==> src/rtl/pipeline_pkg.sv <==
// rtl/pipeline_pkg.sv - shared types and helpers for the pipeline hazard/forwarding controller
package pipeline_pkg;

    // Stage records hold register addresses at this width; ADDRESS_WIDTH must not exceed it.
    localparam int REG_ADDR_W = 8;

    typedef logic [REG_ADDR_W-1:0] reg_addr_t;

    typedef enum logic [1:0] {
        FWD_REG = 2'b00,
        FWD_WB  = 2'b01,
        FWD_MEM = 2'b10
    } fwd_sel_t;

    typedef struct packed {
        logic      valid;
        reg_addr_t rs1;
        reg_addr_t rs2;
        reg_addr_t rd;
        logic      regwrite;
        logic      memread;
    } ex_rec_t;

    typedef struct packed {
        logic      valid;
        reg_addr_t rd;
        logic      regwrite;
        logic      memread;
    } mem_rec_t;

    typedef struct packed {
        logic      valid;
        reg_addr_t rd;
        logic      regwrite;
    } wb_rec_t;

    // True when a stage will write register r; x0 is never a real destination.
    function automatic logic stage_writes(input logic valid, input logic regwrite,
                                          input reg_addr_t rd, input reg_addr_t r);
        return valid && regwrite && (r != '0) && (rd == r);
    endfunction

endpackage

==> src/rtl/fwd_unit.sv <==
// rtl/fwd_unit.sv - operand forwarding select for one EX source register
module fwd_unit
    import pipeline_pkg::*;
(
    input  reg_addr_t src,
    input  mem_rec_t  mem,
    input  wb_rec_t   wb,
    output fwd_sel_t  sel
);

    // EX/MEM result wins over MEM/WB; a load still in MEM has no data to forward yet.
    always_comb begin
        sel = FWD_REG;
        if (stage_writes(mem.valid, mem.regwrite, mem.rd, src) && !mem.memread) begin
            sel = FWD_MEM;
        end else if (stage_writes(wb.valid, wb.regwrite, wb.rd, src)) begin
            sel = FWD_WB;
        end
    end

endmodule

==> src/rtl/pipeline_ctrl.sv <==
// rtl/pipeline_ctrl.sv - hazard, flush and forwarding control for the 5-stage core (option macro: PIPELINE_FWD_EN)
module pipeline_ctrl
    import pipeline_pkg::*;
#(
    parameter int ADDRESS_WIDTH = 5,
    parameter int CNT_WIDTH     = 16
) (
    input  logic                     clk,
    input  logic                     rst,
    input  logic                     fetch_valid,
    input  logic [ADDRESS_WIDTH-1:0] id_rs1,
    input  logic [ADDRESS_WIDTH-1:0] id_rs2,
    input  logic                     id_uses_rs1,
    input  logic                     id_uses_rs2,
    input  logic [ADDRESS_WIDTH-1:0] id_rd,
    input  logic                     id_regwrite,
    input  logic                     id_memread,
    input  logic                     ex_branch_taken,
    output logic                     pc_en,
    output logic                     ifid_en,
    output logic                     ifid_flush,
    output logic                     idex_flush,
    output logic [1:0]               fwd_a,
    output logic [1:0]               fwd_b,
    output logic                     ex_valid,
    output logic                     mem_valid,
    output logic                     wb_valid,
    output logic                     wb_regwrite,
    output logic [CNT_WIDTH-1:0]     stall_cycles,
    output logic [CNT_WIDTH-1:0]     flush_count
);

    localparam logic [CNT_WIDTH-1:0] CNT_MAX = '1;

    logic      id_valid;
    ex_rec_t   ex_q;
    mem_rec_t  mem_q;
    wb_rec_t   wb_q;

    reg_addr_t rs1;
    reg_addr_t rs2;
    reg_addr_t rd;
    logic      stall;
    logic      flush;
    logic      ex_hit;

    assign rs1 = reg_addr_t'(id_rs1);
    assign rs2 = reg_addr_t'(id_rs2);
    assign rd  = reg_addr_t'(id_rd);

    assign ex_hit = (id_uses_rs1 && stage_writes(ex_q.valid, ex_q.regwrite, ex_q.rd, rs1)) ||
                    (id_uses_rs2 && stage_writes(ex_q.valid, ex_q.regwrite, ex_q.rd, rs2));

`ifdef PIPELINE_FWD_EN
    // Only a load in EX cannot be covered by forwarding.
    assign stall = ex_hit && ex_q.memread;
`else
    logic mem_hit;
    logic wb_hit;
    logic unused_fwd_fields;

    assign mem_hit = (id_uses_rs1 && stage_writes(mem_q.valid, mem_q.regwrite, mem_q.rd, rs1)) ||
                     (id_uses_rs2 && stage_writes(mem_q.valid, mem_q.regwrite, mem_q.rd, rs2));
    assign wb_hit  = (id_uses_rs1 && stage_writes(wb_q.valid, wb_q.regwrite, wb_q.rd, rs1)) ||
                     (id_uses_rs2 && stage_writes(wb_q.valid, wb_q.regwrite, wb_q.rd, rs2));

    // No bypass and no regfile write-through: wait until the producer has left WB.
    assign stall = ex_hit || mem_hit || wb_hit;
    assign unused_fwd_fields = ^{ex_q.rs1, ex_q.rs2, mem_q.memread};
`endif

    assign flush       = ex_branch_taken;
    assign pc_en       = !stall || flush;
    assign ifid_en     = !stall;
    assign ifid_flush  = flush;
    assign idex_flush  = stall || flush;

    assign ex_valid    = ex_q.valid;
    assign mem_valid   = mem_q.valid;
    assign wb_valid    = wb_q.valid;
    assign wb_regwrite = wb_q.valid && wb_q.regwrite;

`ifdef PIPELINE_FWD_EN
    fwd_sel_t sel_a;
    fwd_sel_t sel_b;

    fwd_unit u_fwd_a (.src(ex_q.rs1), .mem(mem_q), .wb(wb_q), .sel(sel_a));
    fwd_unit u_fwd_b (.src(ex_q.rs2), .mem(mem_q), .wb(wb_q), .sel(sel_b));

    assign fwd_a = sel_a;
    assign fwd_b = sel_b;
`else
    assign fwd_a = FWD_REG;
    assign fwd_b = FWD_REG;
`endif

    // Advance the per-stage records; a bubble or flush only clears the EX valid bit.
    always_ff @(posedge clk) begin
        if (rst) begin
            id_valid <= 1'b0;
            ex_q     <= '0;
            mem_q    <= '0;
            wb_q     <= '0;
        end else begin
            wb_q  <= '{valid: mem_q.valid, rd: mem_q.rd, regwrite: mem_q.regwrite};
            mem_q <= '{valid: ex_q.valid, rd: ex_q.rd, regwrite: ex_q.regwrite,
                       memread: ex_q.memread};
            ex_q  <= '{valid: id_valid && !idex_flush, rs1: rs1, rs2: rs2, rd: rd,
                       regwrite: id_regwrite, memread: id_memread};
            if (flush) begin
                id_valid <= 1'b0;
            end else if (!stall) begin
                id_valid <= fetch_valid;
            end
        end
    end

    // Saturating stall/flush counters; a stall hidden by a flush is not counted.
    always_ff @(posedge clk) begin
        if (rst) begin
            stall_cycles <= '0;
            flush_count  <= '0;
        end else begin
            if (stall && !flush && (stall_cycles != CNT_MAX)) begin
                stall_cycles <= stall_cycles + CNT_WIDTH'(1);
            end
            if (flush && (flush_count != CNT_MAX)) begin
                flush_count <= flush_count + CNT_WIDTH'(1);
            end
        end
    end

endmodule
==> config.mk <==
export PLATFORM = sky130hd
export DESIGN_NAME = pipeline_ctrl
export DESIGN_NICKNAME = d
export VERILOG_FILES = /design/src/rtl/pipeline_pkg.sv /design/src/rtl/fwd_unit.sv /design/src/rtl/pipeline_ctrl.sv
export SDC_FILE = /design/constraint.sdc
export NUM_CORES = 1
export LEC_CHECK = 0
export BUFFER_PORTS_ARGS = -buffer_cell sky130_fd_sc_hd__buf_4
export CAP_MARGIN = 40
export CORE_ASPECT_RATIO = 0.7
export CORE_MARGIN = 2
export CORE_UTILIZATION = 57
export DETAILED_ROUTE_END_ITERATION = 12
export HOLD_SLACK_MARGIN = 0.05
export PLACE_DENSITY = 0.9
export SLEW_MARGIN = 10
export SYNTH_ARGS = -nofsm -noshare
export SYNTH_HDL_FRONTEND = slang
export SYNTH_HIERARCHICAL = 1
export SYNTH_SLANG_ARGS = --single-unit
==> constraint.sdc <==
create_clock -name clk -period 6.22 [get_ports clk]
set_clock_uncertainty 0.2 [all_clocks]
set_input_delay 0.933 -clock clk [delete_from_list [all_inputs] [get_ports clk]]
set_output_delay 0.933 -clock clk [all_outputs]
set_load 0.01 [all_outputs]
==> metrics.md <==
| Metric | Value |
|---|---|
| MaxCap Viol Count | `0` |
| Initial core utilization | `60.1%` |
| NumNets Final | `373` |
| #FFs+latches synth | `54` |
| Synth top area cells | `dfxtp_1 (41%), xnor2_1 (11%), nor2b_1 (5.5%), o31ai_1 (3.4%), or4_1 (3.4%)` |
| Crit path largest cell delay | `700 ps` |
| Fill count | `359` |
| Met3 usage | `6.12%` |
| Setup CP Type | `in2out` |
| CTS Hold Bufs | `0` |
| Static leakage | `1.18 nW` |
| Sink Count | `54` |
| TritonRoute pass-1 iters | `5` |
| GP Congestion | `0.900` |
| Final TNS setup | `0 ps` |
| WL final | `5790 um` |
| Worst path arrival time | `2820 ps` |
| Hold path depth | `1` |
| Max-slew violations | `0` |
| Most used cell, CP | `buf_4` |
| Met2 Usage GRT | `38.1%` |
| Clk root buf | `clkbuf_8` |
| Fin. Hold Viols | `0` |
| Yosys top cell by area | `dfxtp_1` |
| Worst R2R Path Depth | `7` |
| Worst vdd ir | `118 uV` |
| Remaining DRCs | `0` |
| Routed WL per cell | `14.3 um` |
| Vias | `2,301` |
| Gr busiest metal | `met2` |
| Vias in the first global route | `2,058` |
| CP max stage cell | `a21o_1` |
| First-pass GRT wire length | `9550 um` |
| Multi-input logic area | `0.00142 mm^2` |
| Non-filler cells, final | `404` |
| Seq/Total Area, Yosys | `41.1%` |
| Most instantiated cells after synthesis | `dfxtp_1 (54), xnor2_1 (32), nor2b_1 (23)` |
| Maximum clock path buffer count | `2` |
| R2r startpoint | `ex_q[4]` |
| DR vias/cell | `5.70` |
| Crit path required time | `5090 ps` |
| WP buf/inv | `3` |
| Die width | `85.2 um` |
| Synth top area share | `41.1%` |
| Core box area | `0.00438 mm^2` |
| Hold Path Sink | `wb_q[0]` |
| Reg2Reg Setup Slack | `3610 ps` |
| Post-Syn Instances | `295` |
| Fmax | `253 MHz` |
| Worst Tran Pin Value | `825 ps` |
| Final Cycle Share | `63.6%` |
| Worst-path clk slew | `90 ps` |
| Final setup viols | `0` |
| Reg area | `0.00108 mm^2` |
| Hold Path Origin | `mem_q[1]` |
| Htree depth | `2` |
| Status | `complete, no violations` |
| Met1 Track Usage GR | `31.0%` |
| Layout cells sized above 1 | `20.9%` |
| Antenna diodes | `0` |
| RSZ-0062 raised after global routing | `false` |
| Crit Path Max Fanout | `30` |
| Pwr per Cell Area | `202 mW/mm^2` |
| Initial antenna violation count | `0` |
| Synth-to-Final Area Change | `20.3%` |
| Die area | `0.00518 mm^2` |
| Post-synth cell types | `38` |
| CTS tree | `yes` |
| Reg-to-Reg End | `stall_cycles[11]` |
| FP Rows | `20` |
| Syn Area/Cell | `8.92 um^2` |
| I/O Buffers | `61` |
| DRT iter0 DRCs | `74` |
| Skew-Pair Late Insertion Delay | `300 ps` |
| Post-CTS setup buffers | `0` |
| Synth warn | `6` |
| CTS Buf Count | `5` |
| Critical Path Source Type | `input pin` |
| Total gr overflow | `0` |
| Largest net degree at the start of global routing | `58` |
| Post-synth EDFFs | `0` |
| Placed Cells | `396` |
| Crit path cell chain | `buf_4 > or4_1 > o21ai_1 > inv_1 > o31ai_1 > a21o_1 > buf_4` |
| Boundary Pins | `67` |
| Worst setup EP type | `primary output` |
| Final min period | `3950 ps` |
| Commonest register cell after synthesis | `dfxtp_1` |
| Slew headroom | `45.0%` |
| Dpl hpwl | `4210 um` |
| Count leader, synth | `dfxtp_1` |
| Worst Hold Class | `reg2reg` |
| Synthesized area | `0.00263 mm^2` |
| Async S/R FF share, synth | `0%` |
| Tot GR Track Use | `23.4%` |
| Gates resized, CTS repair | `0` |
| Antenna-violating nets left | `0` |
| Crit-path leading delay family | `compound AO/OA/AOI/OAI gates` |
| Chip Height | `60.8 um` |
==> flip-flops by register name, indices dropped and copies added, names as in the netlist <==
name and cells:
stall_cycles 16, mem_q 6, mem_valid 1, id_valid 1
ex_q 6, ex_valid 1, wb_q 6, wb_valid 1
flush_count 16
==> worst reg2reg max path, cell delays in order, from the launching register on <==
cell	delay [ps]
dfxtp_1	410
xnor2_1	140
nand4_1	120
nor3_1	240
o31ai_1	120
a21o_1	480
nor4_1	430
mux2_2	370
==> cells in the final DEF (no fill, tap or decap), types with 10 or more instances in the layout <==
master / count
a21oi_1: 16
buf_4: 61
dfxtp_1: 54
nand2_1: 17
nand4_1: 11
nor2_1: 17
nor2b_1: 23
nor3_1: 12
o31ai_1: 12
or4_1: 12
xnor2_1: 32
xor2_1: 10
==> metal layers <==
layer | share of wire (%) | wire length [um]
met2 | 47 | 2720
met3 | 7.6 | 442
met5 | 0 | 0
met1 | 45 | 2590
met4 | 0.71 | 41
==> cell families (layout without fill, tap and decap cells) <==
| kind of cell | Yosys count | count (layout) | share of synthesized area (%) |
|---|---|---|---|
| other cells | 1 | 4 | 0.143 |
| xor+xnor | 42 | 42 | 14.0 |
| mux | 4 | 4 | 1.62 |
| simple gates | 128 | 128 | 27.9 |
| fa+ha+maj | 2 | 2 | 0.951 |
| flops | 54 | 54 | 41.1 |
| compound gates | 39 | 39 | 9.04 |
| buf+inv | 25 | 76 | 5.28 |
==> power by group <==
part / leakage, nW / switching [mW] / total, mW / internal [mW]
clock network: 0.0524 / 0.108 / 0.229 / 0.121
logic: 0.693 / 0.0254 / 0.0529 / 0.0275
registers: 0.439 / 0.00636 / 0.358 / 0.352
==> metrics by stage <==
step	utilization, %	instance area [um^2]	power [mW]	hold slack, ps	worst slack (ps)
final	72.3	3160	0.640	272	2270
after global routing	72.3	3160	0.666	282	2070
after CTS	72.3	3160	0.644	273	2270
after detailed placement	69.8	3060	0.420	261	2280
after global placement	69.7	3050	0.417	245	2330
after floorplan	-	2640	0.397	238	2910
==> final cells by class <==
type	instances	share of cell area (%)
multi-input combinational	219	45.0
sequential	54	34.2
timing repair buffer	62	14.6
clock buffer	7	2.41
tap	55	2.17
clock inverter	1	0.949
inverter	6	0.712
==> worst max-delay path by stage <==
| stage | startpoint | to | slack [ps] | cells after the start |
|---|---|---|---|---|
| 2_1_floorplan | id_rs1[1] | idex_flush | 2910 | 7 |
| 3_3_place_gp | id_rs2[1] | pc_en | 2330 | 7 |
| 3_5_place_dp | id_rs1[1] | pc_en | 2280 | 7 |
| 4_1_cts | id_rs1[1] | pc_en | 2270 | 7 |
| 5_1_grt | id_rs1[1] | pc_en | 2070 | 7 |
| 6_report | id_rs2[1] | pc_en | 2270 | 7 |
Note: power is estimated with default switching activity, not from simulation.
